## src/rtl/dispense_sequencer.sv

```systemverilog
// Drink dispense sequencer: cup drop, timed pour, wait for cup removal, with a
// small paid-request queue, sticky overflow flag and a completed-drink counter.
module dispense_sequencer #(
  parameter int CUP_CYCLES  = 4,
  parameter int POUR_CYCLES = 6
) (
  input  logic       clk,
  input  logic       rst,
  input  logic       dispense_req,
  input  logic       cup_present,
  input  logic       fault_clr,
  output logic       cup_motor,
  output logic       pour_valve,
  output logic       busy,
  output logic       fault,
  output logic [1:0] pending,
  output logic       overflow,
  output logic [7:0] dispensed_count
);

  typedef enum logic [2:0] {
    S_IDLE  = 3'd0,
    S_CUP   = 3'd1,
    S_POUR  = 3'd2,
    S_WAIT  = 3'd3,
    S_FAULT = 3'd4
  } state_t;

  localparam logic [7:0] CUP_LAST  = 8'(CUP_CYCLES - 1);
  localparam logic [7:0] POUR_LAST = 8'(POUR_CYCLES - 1);

  state_t     state_r, state_s;
  logic [7:0] timer_r, timer_s;
  logic [1:0] pending_s;
  logic       overflow_s;
  logic [7:0] count_s;
  logic       inc_s, dec_s;

  // Next-state, phase timer, request queue and drink counter.
  always_comb begin
    state_s    = state_r;
    timer_s    = timer_r;
    pending_s  = pending;
    overflow_s = overflow;
    count_s    = dispensed_count;
    // A request arriving in IDLE with an empty queue starts the drink directly.
    dec_s = (state_r == S_IDLE) && (pending != 2'd0);
    inc_s = dispense_req && !((state_r == S_IDLE) && (pending == 2'd0));

    case (state_r)
      S_IDLE: begin
        if (dispense_req || (pending != 2'd0)) begin
          state_s = S_CUP;
          timer_s = 8'd0;
        end else begin
          state_s = S_IDLE;
        end
      end
      S_CUP: begin
        if (timer_r == CUP_LAST) begin
          timer_s = 8'd0;
          state_s = cup_present ? S_POUR : S_FAULT;
        end else begin
          timer_s = timer_r + 8'd1;
        end
      end
      S_POUR: begin
        if (timer_r == POUR_LAST) begin
          timer_s = 8'd0;
          state_s = S_WAIT;
          count_s = dispensed_count + 8'd1;
        end else begin
          timer_s = timer_r + 8'd1;
        end
      end
      S_WAIT: begin
        if (!cup_present) begin
          state_s = S_IDLE;
        end else begin
          state_s = S_WAIT;
        end
      end
      S_FAULT: begin
        if (fault_clr) begin
          state_s = S_IDLE;
        end else begin
          state_s = S_FAULT;
        end
      end
      default: begin
        state_s = S_IDLE;
        timer_s = 8'd0;
      end
    endcase

    // Simultaneous increment and decrement cancel out.
    if (inc_s && !dec_s) begin
      if (pending == 2'd3) begin
        overflow_s = 1'b1;
      end else begin
        pending_s = pending + 2'd1;
      end
    end else if (dec_s && !inc_s) begin
      pending_s = pending - 2'd1;
    end else begin
      pending_s = pending;
    end
  end

  // State, counters and registered output decode of the upcoming state.
  always_ff @(posedge clk) begin
    if (rst) begin
      state_r         <= S_IDLE;
      timer_r         <= 8'd0;
      pending         <= 2'd0;
      overflow        <= 1'b0;
      dispensed_count <= 8'd0;
      cup_motor       <= 1'b0;
      pour_valve      <= 1'b0;
      busy            <= 1'b0;
      fault           <= 1'b0;
    end else begin
      state_r         <= state_s;
      timer_r         <= timer_s;
      pending         <= pending_s;
      overflow        <= overflow_s;
      dispensed_count <= count_s;
      cup_motor       <= (state_s == S_CUP);
      pour_valve      <= (state_s == S_POUR);
      busy            <= (state_s != S_IDLE);
      fault           <= (state_s == S_FAULT);
    end
  end

endmodule

```

## config.mk

```make
export PLATFORM = sky130hd
export DESIGN_NAME = dispense_sequencer
export DESIGN_NICKNAME = d
export VERILOG_FILES = /design/src/rtl/dispense_sequencer.sv
export SDC_FILE = /design/constraint.sdc
export NUM_CORES = 1
export LEC_CHECK = 0
export ABC_AREA = 0
export CAP_MARGIN = 5
export CELL_PAD_IN_SITES_DETAIL_PLACEMENT = 1
export CELL_PAD_IN_SITES_GLOBAL_PLACEMENT = 1
export CORE_UTILIZATION = 39
export DETAILED_ROUTE_END_ITERATION = 8
export GPL_ROUTABILITY_DRIVEN = 0
export PLACE_DENSITY = 0.75
export SETUP_SLACK_MARGIN = 0.5
export SLEW_MARGIN = 10
export SYNTH_ARGS = -nofsm -noshare
export SYNTH_HDL_FRONTEND = slang
export SYNTH_SLANG_ARGS = --single-unit
```

## constraint.sdc

```tcl
create_clock -name clk -period 2.3 [get_ports clk]
set_input_delay 0.46 -clock clk [delete_from_list [all_inputs] [get_ports clk]]
set_output_delay 0.46 -clock clk [all_outputs]
set_load 0.02 [all_outputs]
```

; ---- Yosys cells after proc, flatten, opt, wreduce, memory -nomap -nowiden
; Cells that the tools add are included.
[op_classes]
n_reduce_logical = 19
n_addsub = 4
bitwise_logic = 1
muxes = 14
n_eq_ne = 12
[op_table]
columns = cell, n
row1 = 8-bit one-hot mux with 4 select lines, 1
row2 = 8-bit 2-to-1 mux, 3
row3 = "8-bit by 1-bit adder with 8-bit output, second input constant", 2
row4 = 3-bit one-hot mux with 5 select lines, 1
row5 = 3-bit 2-to-1 mux, 4
row6 = "3-bit by 2-bit equality test with 1-bit output, second input constant", 3
row7 = "8-bit by 2-bit equality test with 1-bit output, second input constant", 1
row8 = "8-bit by 3-bit equality test with 1-bit output, second input constant", 1
row9 = 2-bit 2-to-1 mux, 4
row10 = 2-bit AND reduction, 4
row11 = "3-bit by 1-bit equality test with 1-bit output, second input constant", 2
row12 = "3-bit equality test, second input constant", 2
row13 = 1-bit logical AND, 5
row14 = 2-bit nonzero test, 2
row15 = 1-bit logical NOT, 3
row16 = 3-bit logical NOT, 1
row17 = 3-bit nonzero test, 1
row18 = "2-bit by 1-bit adder with 2-bit output, second input constant", 1
row19 = "2-bit equality test, second input constant", 1
row20 = 2-bit logical NOT, 1
row21 = "2-bit by 1-bit inequality test with 1-bit output, second input constant", 1
row22 = "2-bit inequality test, second input constant", 1
row23 = 2-bit OR reduction, 1
row24 = "2-bit by 1-bit subtractor with 2-bit output, second input constant", 1
row25 = 3 further kinds, 3
[word_totals]
elab_cells = 59
reg_bits = 26

; ---- Longest topological paths before layout
[logic_depth]
depth_word = 8
ltp_mapped = 7
depth_no_buf = 7

; ---- Worst setup path before layout
; No wires, ideal clock.
[synth_path]
path_kind = reg2reg
start = register timer_r[3]
end = register pour_valve
period_less_slack_ps = 2034
arrival_time_ps = 1968
stages_incl_launch_ff = 6
n_path_buf = 0
setup_slack_ps = 266
setup_time_ps = 65
path_cell_list = dfxtp_1 or4_4 or4_4 a2bb2oi_1 or3_4 nor2b_1
[synth_via]
elab_chain_cells = 4
word_cells_on_any_way = 6
[synth_lines]
columns = item, line_no
row1 = from (decl), 33  ; logic [7:0] timer_r, timer_s;
row2 = from (signal assigned), 124  ; timer_r <= timer_s;
row3 = 8-bit by 3-bit equality test with 1-bit output / 8-bit by 2-bit equality test with 1-bit output (equally long branches), "68, 60"
row4 = 3-bit 2-to-1 mux (on tied branches), "68, 60"
row5 = 3-bit one-hot mux with 5 select lines *, 50  ; case (state_r)
row6 = 3-bit by 2-bit equality test with 1-bit output *, 129  ; pour_valve <= (state_s == S_POUR);
row7 = to (signal assigned), 129
row8 = to (decl), 13  ; output logic pour_valve,
; Every way passes the cells marked *; elsewhere a longest branch is shown, timed or not.
; A chain may end at the register's enable or synchronous reset.

; ---- Final worst setup path
[layout_path]
start = register timer_r[3]
end = register busy
[layout_via]
elab_chain_cells = 4
word_cells_on_any_way = 6
[layout_lines]
columns = item, line_no
row1 = 8-bit by 3-bit equality test with 1-bit output / 8-bit by 2-bit equality test with 1-bit output (equally long branches), "68, 60"
row2 = 3-bit 2-to-1 mux (on tied branches), "68, 60"
row3 = 3-bit one-hot mux with 5 select lines *, 50
row4 = 3-bit nonzero test *, 130  ; busy <= (state_s != S_IDLE);
row5 = to (signal assigned), 130
row6 = to (decl), 14  ; output logic busy,
; Marks and branches as above.

==> metrics.txt <==
status finished clean; first-pass GRT wire length 5810 um; Worst Tran Pin Value 0.560 ns; Post-synth EDFFs 0; clock sink count 26; Synth cell types 42; Final Hold Viols 0; fmax 486 MHz; area delta synth->final 32.4%; syn_area_per_cell 8.70 um^2; Max IR drop VDD 0.254 mV; Initial DRC Count 26; IO Pins 20; CP dominant cell by count or4_4; 1st-pass router iterations 4; Slowest-stage cell, CP or4_4; FF+latch count, synth 26; Worst EP required 2.53 ns; sequential cell area fraction in the yosys report 0.407; Die Footprint 3510 um^2; vias in the first global route 1266; Power Dens Cells 463 nW/um^2; grt total ovfl 0; DP HPWL 2380 um; via/cell ratio 5.27; Vias 1176; hold path cells 2; Slew Viols, Final 0; Initial Util 0.415; input/output buffers 19; Rel. slew slack 0.623; hold path start overflow; Clock Skews 0.00357 ns; GRT Overall Usage 0.224; Ys Warns 0; Top FF cell, synth dfxtp_1; WS Path Type flop to flop; placed cell count 209; CTS Hold Buffers Added 0; Die Span Y 59.3 um; Bufs on Longest Clock Path 2; site row count 20; Netlist Area Pre-Place 1280 um^2; total CTS buffers 3; final WL 3450 um; Worst Hold Endpoint overflow; Final Instance Count excl. Fillers 223; share of layout cells above drive strength 1 0.235; Nets 189; Hold/Removal Path Class flop to flop; R2R setup slack 0.24 ns; Leak 0.706 nW; most common cell in the netlist dfxtp_1; Crit. End Element flop; Clock Latency Late Sink 0.33 ns; syn_nets 155; final hold slack 0.498 ns; diode count 0; root buf cell clkbuf_4; Arr. time, crit path 2.28 ns; Area contributors post-synth dfxtp_1, nor2_1, xor2_1; DR DRC count 0; setup TNS 0 ns; RSZ-0062 raised after global routing yes; top cell type's share of synthesized area 0.407; routed length per instance 15.5 um; Tcrit/Tclk final 0.895; top cells by count, synth dfxtp_1, nor2_1, nand2_1, a21oi_1; CTS tree done; H-Tree Level Count 1; Final Setup Violations 0; Max stage delay on crit path 0.51 ns; antenna violations before repair 0; ys async rst share 0; sequence of cells on the critical path or4_4 > or4_4 > buf_4 > a211oi_4 > or2_4 > o211ai_1; maxcap violations 0; die width 59.3 um; Antenna Violating Nets Remaining 0; R2R depth 6; Max Fanout on Critical Path 3; maximum number of pins on one net before global-route repair 14; Mapped Cells 147; type of origin of the critical path flop; clk slew on worst S/H paths 0.13 ns; worst r2r dst busy; Yosys top cell by area dfxtp_1; core footprint 3080 um^2; Tmin final 2.06 ns; RR Startpoint timer_r[3]
==> power by group <==
| part | switching (W) | internal [W] |
|---|---|---|
| Clock | 0.000131 | 0.0000617 |
| Combinational | 0.0000608 | 0.0000551 |
| Sequential | 0.0000144 | 0.000460 |
| Total | 0.000206 | 0.000577 |
==> per-layer routing <==
layer	global-route usage	wire, um	up-vias
met3	0.0240	109	7
met4	0.116	87	0
met1	0.244	1400	558
li1	-	-	584
met5	0	0	-
met2	0.419	1860	27
==> cell usage in the layout (no fill, tap or decap), types with 2 or more instances in the layout <==
master / instances
buf_4: 14
o21ai_0: 6
nand4_1: 4
clkbuf_4: 3
dfxtp_2: 6
xnor2_1: 3
nor4_1: 2
clkdlybuf4s50_1: 9
a21oi_1: 9
nor2b_1: 2
nor2_1: 17
dfxtp_1: 19
a22oi_1: 2
or4_4: 2
or3_1: 2
ha_1: 2
nand3_1: 6
dlygate4sd2_1: 9
inv_1: 7
and3_1: 3
xor2_1: 6
nand2_1: 13
==> logic make-up (layout without fill, tap and decap cells) <==
| kind of cell | Yosys count | in the layout | synth area share |
|---|---|---|---|
| mux | 1 | 1 | 0.00783 |
| flops | 26 | 26 | 0.407 |
| buf+inv | 12 | 44 | 0.0568 |
| simple gates | 64 | 64 | 0.278 |
| xor+xnor | 9 | 9 | 0.0616 |
| fa+ha+maj | 3 | 3 | 0.0294 |
| compound gates | 32 | 32 | 0.160 |
==> worst max-delay path, delay by kind of cell (launching register included) <==
family                 cells  cell delay [ns]
AND/OR/NAND/NOR            3             1.14
flip-flops                 1             0.36
AO/OA/AOI/OAI              2             0.29
buffers and inverters      1             0.16
==> worst max path at each step <==
stage	start	endpoint	slack, ns	depth (start not counted)
5_1_grt	timer_r[7]	busy	0.19	6
6_report	timer_r[3]	busy	0.24	6
4_1_cts	timer_r[3]	pour_valve	0.30	5
2_1_floorplan	timer_r[3]	pour_valve	0.32	5
3_3_place_gp	dispense_req	cup_motor	0.27	6
3_5_place_dp	dispense_req	timer_r[7]	0.21	6
==> through the flow <==
step | setup slack [ns] | power (W) | instance area [um^2] | utilization
after global placement | 0.275 | 0.000574 | 1510 | 0.491
after CTS | 0.299 | 0.000784 | 1640 | 0.533
after detailed placement | 0.211 | 0.000579 | 1510 | 0.491
after floorplan | 0.323 | 0.000544 | 1280 | -
final | 0.242 | 0.000783 | 1690 | 0.550
after global routing | 0.192 | 0.000825 | 1690 | 0.550
==> registers in the layout (all words and copies together), names as in the netlist <==
name and flops:
fault 1, pour_valve 1, timer_r 8, cup_motor 1
state_r 3, dispensed_count 8, busy 1, pending 2
overflow 1
==> final cells by class <==
cell class              count  area, um^2
multi-input cells         109         759
clock buffers               3        22.5
well taps                  44        55.1
flip-flops and latches     26         532
repair buffers             34         298
fillers                   375        1390
inverters                   7        26.3
==> repair_timing <==
action                     4_1_cts  5_1_grt
resized for setup               24        7
hold endpoints to repair         0        0
setup endpoints to repair       23       22
cloned                           0        0
buffers inserted                 8        3
pin swaps                        4        3
No activity file was read; power rests on OpenSTA's default activity.
